[config.mk]
export PLATFORM = sky130hd
export DESIGN_NAME = iter_shifter
export DESIGN_NICKNAME = d
export VERILOG_FILES = /design/src/rtl/shift_pkg.sv /design/src/rtl/shift_step.sv /design/src/rtl/iter_shifter.sv
export SDC_FILE = /design/constraint.sdc
export NUM_CORES = 1
export LEC_CHECK = 0
export ABC_AREA = 1
export CAP_MARGIN = 20
export CORE_AREA = 2 2 136 138
export CTS_CLUSTER_DIAMETER = 60
export DETAILED_ROUTE_END_ITERATION = 12
export DIE_AREA = 0 0 138 140
export PLACE_DENSITY = 0.46
export RECOVER_POWER = 25
export SLEW_MARGIN = 20
export SYNTH_ARGS = -nofsm -noshare
export SYNTH_HDL_FRONTEND = slang
export SYNTH_HIERARCHICAL = 1
export SYNTH_SLANG_ARGS = --single-unit
export TNS_END_PERCENT = 10
[constraint.sdc]
create_clock -name clk -period 2.45 [get_ports clk]
set_input_delay 0.6125 -clock clk [delete_from_list [all_inputs] [get_ports clk]]
set_output_delay 0.6125 -clock clk [all_outputs]
set_load 0.01 [all_outputs]
[src/rtl/shift_pkg.sv]
// Shared definitions for the multicycle shifter: shift mode codes and FSM states.
package shift_pkg;

  localparam logic [1:0] SH_SLL  = 2'b00;
  localparam logic [1:0] SH_SRL  = 2'b01;
  localparam logic [1:0] SH_SRA  = 2'b10;
  localparam logic [1:0] SH_ROTR = 2'b11;

  typedef enum logic [1:0] {
    ST_IDLE  = 2'b00,
    ST_SHIFT = 2'b01,
    ST_DONE  = 2'b10
  } state_t;

endpackage

[src/rtl/shift_step.sv]
// One shifter step: shifts acc by k (0..STEP) positions in the selected mode.
module shift_step
  import shift_pkg::*;
#(
  parameter int WIDTH = 32,
  parameter int STEP  = 1,
  localparam int KW   = $clog2(STEP + 1)
) (
  input  logic [WIDTH-1:0] acc,
  input  logic [KW-1:0]    k,
  input  logic [1:0]       mode,
  output logic [WIDTH-1:0] res
);

  // Mode select; a left shift by WIDTH yields zero, so ROTR by k=0 returns acc.
  always_comb begin
    res = acc;
    case (mode)
      SH_SLL:  res = acc << k;
      SH_SRL:  res = acc >> k;
      SH_SRA:  res = WIDTH'($signed(acc) >>> k);
      SH_ROTR: res = (acc >> k) | (acc << (WIDTH - int'(k)));
      default: res = acc;
    endcase
  end

endmodule

[src/rtl/iter_shifter.sv]
// Multicycle SLL/SRL/SRA/ROTR shifter moving at most STEP bits per cycle,
// with a start/ready handshake and a one-cycle done pulse.
module iter_shifter
  import shift_pkg::*;
#(
  parameter int WIDTH = 32,
  parameter int STEP  = 1
) (
  input  logic                     clk,
  input  logic                     rst_n,
  input  logic                     start,
  input  logic [1:0]               mode,
  input  logic [WIDTH-1:0]         src,
  input  logic [$clog2(WIDTH)-1:0] shamt,
  output logic                     ready,
  output logic                     busy,
  output logic                     done,
  output logic [WIDTH-1:0]         result
);

  localparam int SHW = $clog2(WIDTH);
  localparam int KW  = $clog2(STEP + 1);
  localparam logic [SHW:0]  STEP_W = (SHW + 1)'(STEP);
  localparam logic [KW-1:0] STEP_K = KW'(STEP);

  state_t           state_r;
  state_t           state_s;
  logic [WIDTH-1:0] acc_r;
  logic [WIDTH-1:0] step_s;
  logic [WIDTH-1:0] result_r;
  logic [SHW:0]     rem_r;
  logic [SHW:0]     rem_next_s;
  logic [KW-1:0]    k_s;
  logic [1:0]       mode_r;

  // rem keeps one spare bit so the STEP-sized chunk never wraps it
  assign k_s        = (rem_r < STEP_W) ? rem_r[KW-1:0] : STEP_K;
  assign rem_next_s = rem_r - (SHW + 1)'(k_s);

  shift_step #(
    .WIDTH (WIDTH),
    .STEP  (STEP)
  ) u_step (
    .acc  (acc_r),
    .k    (k_s),
    .mode (mode_r),
    .res  (step_s)
  );

  assign ready  = (state_r == ST_IDLE) || (state_r == ST_DONE);
  assign busy   = (state_r == ST_SHIFT);
  assign done   = (state_r == ST_DONE);
  assign result = result_r;

  // State register.
  always_ff @(posedge clk or negedge rst_n) begin
    if (!rst_n) begin
      state_r <= ST_IDLE;
    end else begin
      state_r <= state_s;
    end
  end

  // Next-state logic; DONE accepts a new request directly.
  always_comb begin
    state_s = state_r;
    case (state_r)
      ST_IDLE, ST_DONE: begin
        if (start) begin
          if (shamt == {SHW{1'b0}}) begin
            state_s = ST_DONE;
          end else begin
            state_s = ST_SHIFT;
          end
        end else begin
          state_s = ST_IDLE;
        end
      end
      ST_SHIFT: begin
        if (rem_next_s == {(SHW + 1){1'b0}}) begin
          state_s = ST_DONE;
        end else begin
          state_s = ST_SHIFT;
        end
      end
      default: state_s = ST_IDLE;
    endcase
  end

  // Operand capture, per-cycle shifting, and result load as done rises.
  always_ff @(posedge clk or negedge rst_n) begin
    if (!rst_n) begin
      acc_r    <= {WIDTH{1'b0}};
      rem_r    <= {(SHW + 1){1'b0}};
      mode_r   <= SH_SLL;
      result_r <= {WIDTH{1'b0}};
    end else begin
      case (state_r)
        ST_IDLE, ST_DONE: begin
          if (start) begin
            acc_r  <= src;
            rem_r  <= {1'b0, shamt};
            mode_r <= mode;
            if (shamt == {SHW{1'b0}}) begin
              result_r <= src;
            end
          end
        end
        ST_SHIFT: begin
          acc_r <= step_s;
          rem_r <= rem_next_s;
          if (rem_next_s == {(SHW + 1){1'b0}}) begin
            result_r <= step_s;
          end
        end
        default: begin
          acc_r <= acc_r;
        end
      endcase
    end
  end

endmodule

==> flow_metrics.tcl <==
set metrics [dict create \
    fin_crit_ns 2.191 \
    cap_violations 0 \
    final_area_mm2 0.005640 \
    grt_max_degree 49 \
    drc 0 \
    postCtsHoldBufs 0 \
    relSlewSlack_pct 26.62 \
    dr.pass1.iters 5 \
    antenna_found_initial 0 \
    swShare_pct 44.20 \
    grt_remaining_overflow 0 \
    comb_power_share_pct 56.3 \
    worst_pin_slew_ns 1.101 \
    crit_path_end_kind "flip-flop" \
    htreeDepth 3 \
    r2r-end "result[8]$_DFFE_PN0P_" \
    p_switching_mw 3.695 \
    cts_buffers 9 \
    dpl.hpwl_um 8514 \
    clk_latency_ns 0.34 \
    rows 49 \
    wire_per_inst_um 13.33 \
    total_power_mw 8.359 \
    fmax_mhz 456.5 \
    synth-seq-cells 74 \
    ys_types 31 \
    nets 710 \
    layout_common_cells "nand2_1 (269), clkdlybuf4s50_1 (75), dfrtp_1 (74)" \
    hold_violations 0 \
    crit_required_ns 2.68 \
    grtUsageTotal_pct 13.03 \
    synthesis.nets 645 \
    status "finished, final reports clean" \
    rsz0062_at_grt "yes" \
    die_area_mm2 0.01932 \
    core_area_mm2 0.01778 \
    fin_util_pct 31.72 \
    synth_cells 601 \
    syn-cell-area_mm2 0.004419 \
    ys_warn_count 6 \
    path_cells "nor2_1 -> nand4_1 -> nand2_1 -> inv_1 -> ha_1 -> nand2_2 -> nand3_2 -> nor2_4 -> nand3_4 -> buf_6 -> nand3_1 -> nand2_1" \
    crit_path_max_incr_delay_ns 0.42 \
    wl_um 11990 \
    r2r_cells 12 \
    ant_nets 0 \
    fin_crit_sh_pct 89.42 \
    hp-class "in2async" \
    cts_max_path_buffers 2 \
    maxSlewViolCount 0 \
    finClkSkew_ns 0.004608 \
    cp_max_fo 22 \
    rrSetupSlack_ns 0.26 \
    final-setup-viol-count 0 \
    r2r-start "rem_r[2]$_DFFE_PN0P_" \
    die_height_um 140 \
    p_per_area_mw_per_mm2 1482 \
    p_int_mw 4.664 \
    clkPwrFrac_pct 15.4 \
    drtIter0Drc 269 \
    die_width_um 138 \
    seqPwrFrac_pct 28.3 \
    ys.flop_type "dfrtp_1" \
    avgSynthCellArea_um2 7.353 \
    place_area_mm2 0.005364 \
    mostFrequentLayoutCell "nand2_1" \
    critPathArrivalTime_ns 2.42 \
    grt_pass1_vias 4099 \
    syn_to_final_growth_pct 27.63 \
    static-leakage-power_nw 2.773 \
    drive_above_1_share_pct 10.75 \
    cpMostUsedCell "nand2_1" \
    pin_count 77 \
    portBuffers 76 \
    start_util_pct 24.86 \
    ir_drop_v 0.0004723 \
    worstSetupPathType "reg2reg" \
    synth_top_area_cell "dfrtp_1" \
    grt_pass1_wl_um 20630 \
    cts_tree "built" \
    clk_pin_slew_ns 0.06 \
    startpoint_type "flip-flop" \
    async_flop_share_pct 100.0 \
    place_congestion 0.7671 \
    vias 4022 \
    synth_edf_count 0 \
    clock_sinks 74 \
    ys_seq_area_share_pct 41.90 \
    slowest_stage "dfrtp_1" \
    antenna_cells 0 \
    viasPerCell 4.474 \
    synth_top_area_share_pct 41.90 \
    clock-root-buffer "clkbuf_16" \
    netlist_top_cells_area "dfrtp_1 (42%), nand2_1 (23%), nand3_1 (6.2%)" \
]
cell usage after synthesis, types with 3 or more instances:
cell	instances
inv_2	8
o21ai_0	6
nor2_1	41
dfrtp_1	74
inv_1	34
a31oi_1	32
o211ai_2	20
nand2_2	5
buf_6	5
nand2_1	269
nand3_1	55
buf_4	3
buf_2	23
worst max path at each step:
stage	from	endpoint	slack, ns
detailed placement	rem_r[2]$_DFFE_PN0P_	result[4]$_DFFE_PN0P_	0.19
floorplan	rem_r[2]$_DFFE_PN0P_	result[0]$_DFFE_PN0P_	0.61
global route	rem_r[2]$_DFFE_PN0P_	result[10]$_DFFE_PN0P_	-0.002
finish	rem_r[2]$_DFFE_PN0P_	result[8]$_DFFE_PN0P_	0.26
CTS	rem_r[2]$_DFFE_PN0P_	result[4]$_DFFE_PN0P_	0.19
global placement	rem_r[2]$_DFFE_PN0P_	result[9]$_DFFE_PN0P_	0.25
through the flow:
step | hold slack (ns) | TNS (ns) | std cells | setup slack [ns]
after floorplan | 0.3169 | 0 | 601 | 0.6128
after global placement | 0.4998 | 0 | 884 | 0.2512
after detailed placement | 0.4932 | 0 | 884 | 0.1941
after CTS | 0.2911 | 0 | 899 | 0.1894
after global routing | 0.5417 | -0.002285 | 899 | -0.002285
final | 0.4744 | 0 | 899 | 0.2593
power groups by stage:
stage               clock [mW]  sequential (mW)  combinational (mW)
floorplan                    0             2.39                3.32
global placement             0             2.38                4.70
detailed placement           0             2.38                4.77
CTS                       1.33             2.38                4.79
global route              1.39             2.46                5.39
finish                    1.29             2.37                4.71
per-layer routing:
| layer | wire [um] | GRT usage (%) |
|---|---|---|
| met4 | 249 | 5.156 |
| met1 | 6040 | 18.56 |
| met3 | 492 | 2.564 |
| met5 | 0 | 0 |
| met2 | 5204 | 19.44 |
worst max-delay path, delay by kind of cell, from the launching register on:
family	cells	cell delay, ns
AND/OR/NAND/NOR	9	1.10
flip-flops	1	0.42
buffers and inverters	2	0.30
adder cells (fa/ha/maj)	1	0.23
sequential cells by signal (all words and copies together) (netlist names):
signal,cells
result,32
state_r,2
acc_r,32
rem_r,6
mode_r,2
timing repair:
| item | in CTS | in global routing |
|---|---|---|
| setup endpoints to repair | 0 | 19 |
| setup buffers | 0 | 0 |
| resized for setup | 0 | 1 |
| endpoints found under the hold margin | 0 | 0 |
cell type report:
| cell class | instances | area, um2 |
|---|---|---|
| Clock buffer | 13 | 280.3 |
| Fill cell | 1957 | 12140 |
| Multi-Input combinational cell | 450 | 2162 |
| Timing Repair Buffer | 89 | 892.1 |
| Inverter | 42 | 157.7 |
| Sequential cell | 74 | 1852 |
| Clock inverter | 2 | 10.01 |
| Tap cell | 229 | 286.5 |
logic make-up after synthesis:
logic type	Yosys count	synth area share, %
fa+ha+maj	2	0.5662
simple gates	383	36.41
flops	74	41.90
compound gates	65	11.95
buf+inv	77	9.173
Note: power is estimated with default switching activity, not from simulation.
==> RTL edit (same settings) <==
Reset style: synchronous (`rst_n`), changed in 2 clocked blocks.
--- a/src/rtl/iter_shifter.sv
+++ b/src/rtl/iter_shifter.sv
@@ -53,7 +53,7 @@
   assign result = result_r;
 
   // State register.
-  always_ff @(posedge clk or negedge rst_n) begin
+  always_ff @(posedge clk) begin
     if (!rst_n) begin
       state_r <= ST_IDLE;
     end else begin
@@ -88,7 +88,7 @@
   end
 
   // Operand capture, per-cycle shifting, and result load as done rises.
-  always_ff @(posedge clk or negedge rst_n) begin
+  always_ff @(posedge clk) begin
     if (!rst_n) begin
       acc_r    <= {WIDTH{1'b0}};
       rem_r    <= {(SHW + 1){1'b0}};
Behaviour: differs if rst_n is asserted again (counterexample within 4 cycles, from zero or initial values and one cycle with rst_n low); with rst_n held inactive, the same outputs for 4 cycles.
==> RTL edit against the original RTL <==
Cell area increased by 2.0%; sequential cell count unchanged; highest routed layer unchanged; routed wire length increased by 3.1%; critical path type is now in2reg; first-iteration DRC count decreased by 37%; setup slack improved by 0.0044 ns; synthesized area increased by 3.0%; largest cell class unchanged.
Power is not compared: it rests on default switching activity, and its combinational part moved more than twofold at a synthesized area within 25%.
==> RTL edit: results (changes against the original RTL) <==
* Post-synthesis adder-cell area fraction: 0.550% (-0.017 points)
- Wire length of the first global-routing pass: 20.7 mm (+0.33%)
* Slew headroom: 69.2% (+43 points)
- The number of nets in the synthesized netlist was 762 (+18%).
- Metal-1 WL: 6.00 mm (-0.65%)
- Run status: finished clean
* Met1 track demand over resource: 16.3% (-2.2 points)
- Largest net degree at the start of global routing: 66 (+35%)
* Via count of the first global-routing pass: 4,264 (+4.0%)
* Worst vdd ir: ~0.41 mV
- Detail-routed net length per standard cell: 12.3 um (-8.0%)
* Routed length on met3: 382 um (-22%)
* Sequential cell area fraction in the yosys report: 32.5% (-9.4 points)
- Asr flop ratio synth: 0% (-100 points)
- Number of DRC markers in iteration 0: 170 (-37%)
- The fraction of met3 tracks used by global routing is 3.04% (+0.48 points).
- Worst-path clk slew: 0.06 ns (about the same)
* Fraction of layout instances using a drive strength above 1: 8.09% (-2.7 points)
- The number of buffers created by CTS came to 9 (unchanged).
- The vias after detailed routing is 4,361 (+8.4%).
* Most numerous cell types in the synthesized netlist: sky130_fd_sc_hd__nand2_1, sky130_fd_sc_hd__inv_1, sky130_fd_sc_hd__dfxtp_1
* Crit path launch: start
- The startpoint identified for the worst register-to-register timing path is rem_r[3].
- The final-stage net count came to 818 (+15%).
- The slowest stage of the critical path is the sky130_fd_sc_hd__dlygate4sd3_1 cell.
- The met2 routed wirelength is 5.83 mm (+12%).
- The worst reg2reg path depth came to 14 (+2).
- Min Hold Slack: 0.509 ns (+0.0342 ns)
* Post-synthesis compound-gate area fraction: 18.0% (+6.0 points)
- The number of distinct library cells after synthesis is 27 (-13%).
- The length of the first detailed-routing pass in iterations came to 4 (-1).
- Slowest Stage Delay on Critical Path: 0.54 ns (+0.12 ns)
* Tot GR Track Use: 13.0% (about the same)
- Worst-path maximum fanout: 30 (+36%)
-- RTL edit: cell types whose count changed in the layout (fill, tap and decap cells not counted), sizes merged, moves of 21 or more --
cell | unedited run | this run
dfrtp | 74 | 0
dfxtp | 0 | 74
a21oi | 1 | 67
nand2 | 275 | 210
inv | 42 | 106
and2 | 0 | 32
o21ai | 8 | 39
a31oi | 32 | 2
clkdlybuf4s50 | 75 | 54
dlygate4sd3 | 0 | 21
-- RTL edit: layout make-up --
type / count / area (um^2)
clock buffer: 14 / 274
sequential: 74 / 1480
fill: 1995 / 12000
inverter: 106 / 398
clock inverter: 2 / 10.0
multi-input combinational: 491 / 2390
tap: 229 / 287
timing repair buffer: 92 / 913
-- RTL edit: repair_timing --
| item | in CTS | in global routing |
|---|---|---|
| buffers inserted | 0 | 0 |
| endpoints found under the setup margin | 0 | 31 |
| gates resized for setup | 0 | 2 |
-- RTL edit: worst max-delay path, delay by kind of cell --
| family | cells | cell delay (ns) |
|---|---|---|
| buf+inv | 2 | 0.93 |
| simple gates | 2 | 0.61 |
| compound gates | 2 | 0.26 |
-- RTL edit: per-stage QoR --
stage / power [mW] / setup slack (ns) / cells / cell area [um^2]
5_1_grt: 4.53 / 0.000534 / 1008 / 5760
3_5_place_dp: 3.00 / 0.161 / 992 / 5480
4_1_cts: 4.31 / 0.208 / 1008 / 5760
2_1_floorplan: 2.56 / 0.527 / 718 / 4550
6_report: 4.21 / 0.264 / 1008 / 5760
3_3_place_gp: 3.00 / 0.216 / 992 / 5480
-- RTL edit: final timing paths --
path               end  slack [ns]
max          acc_r[10]        0.26
min           rem_r[0]        0.51
max reg2reg  result[7]        0.28
min reg2reg   rem_r[0]        0.51
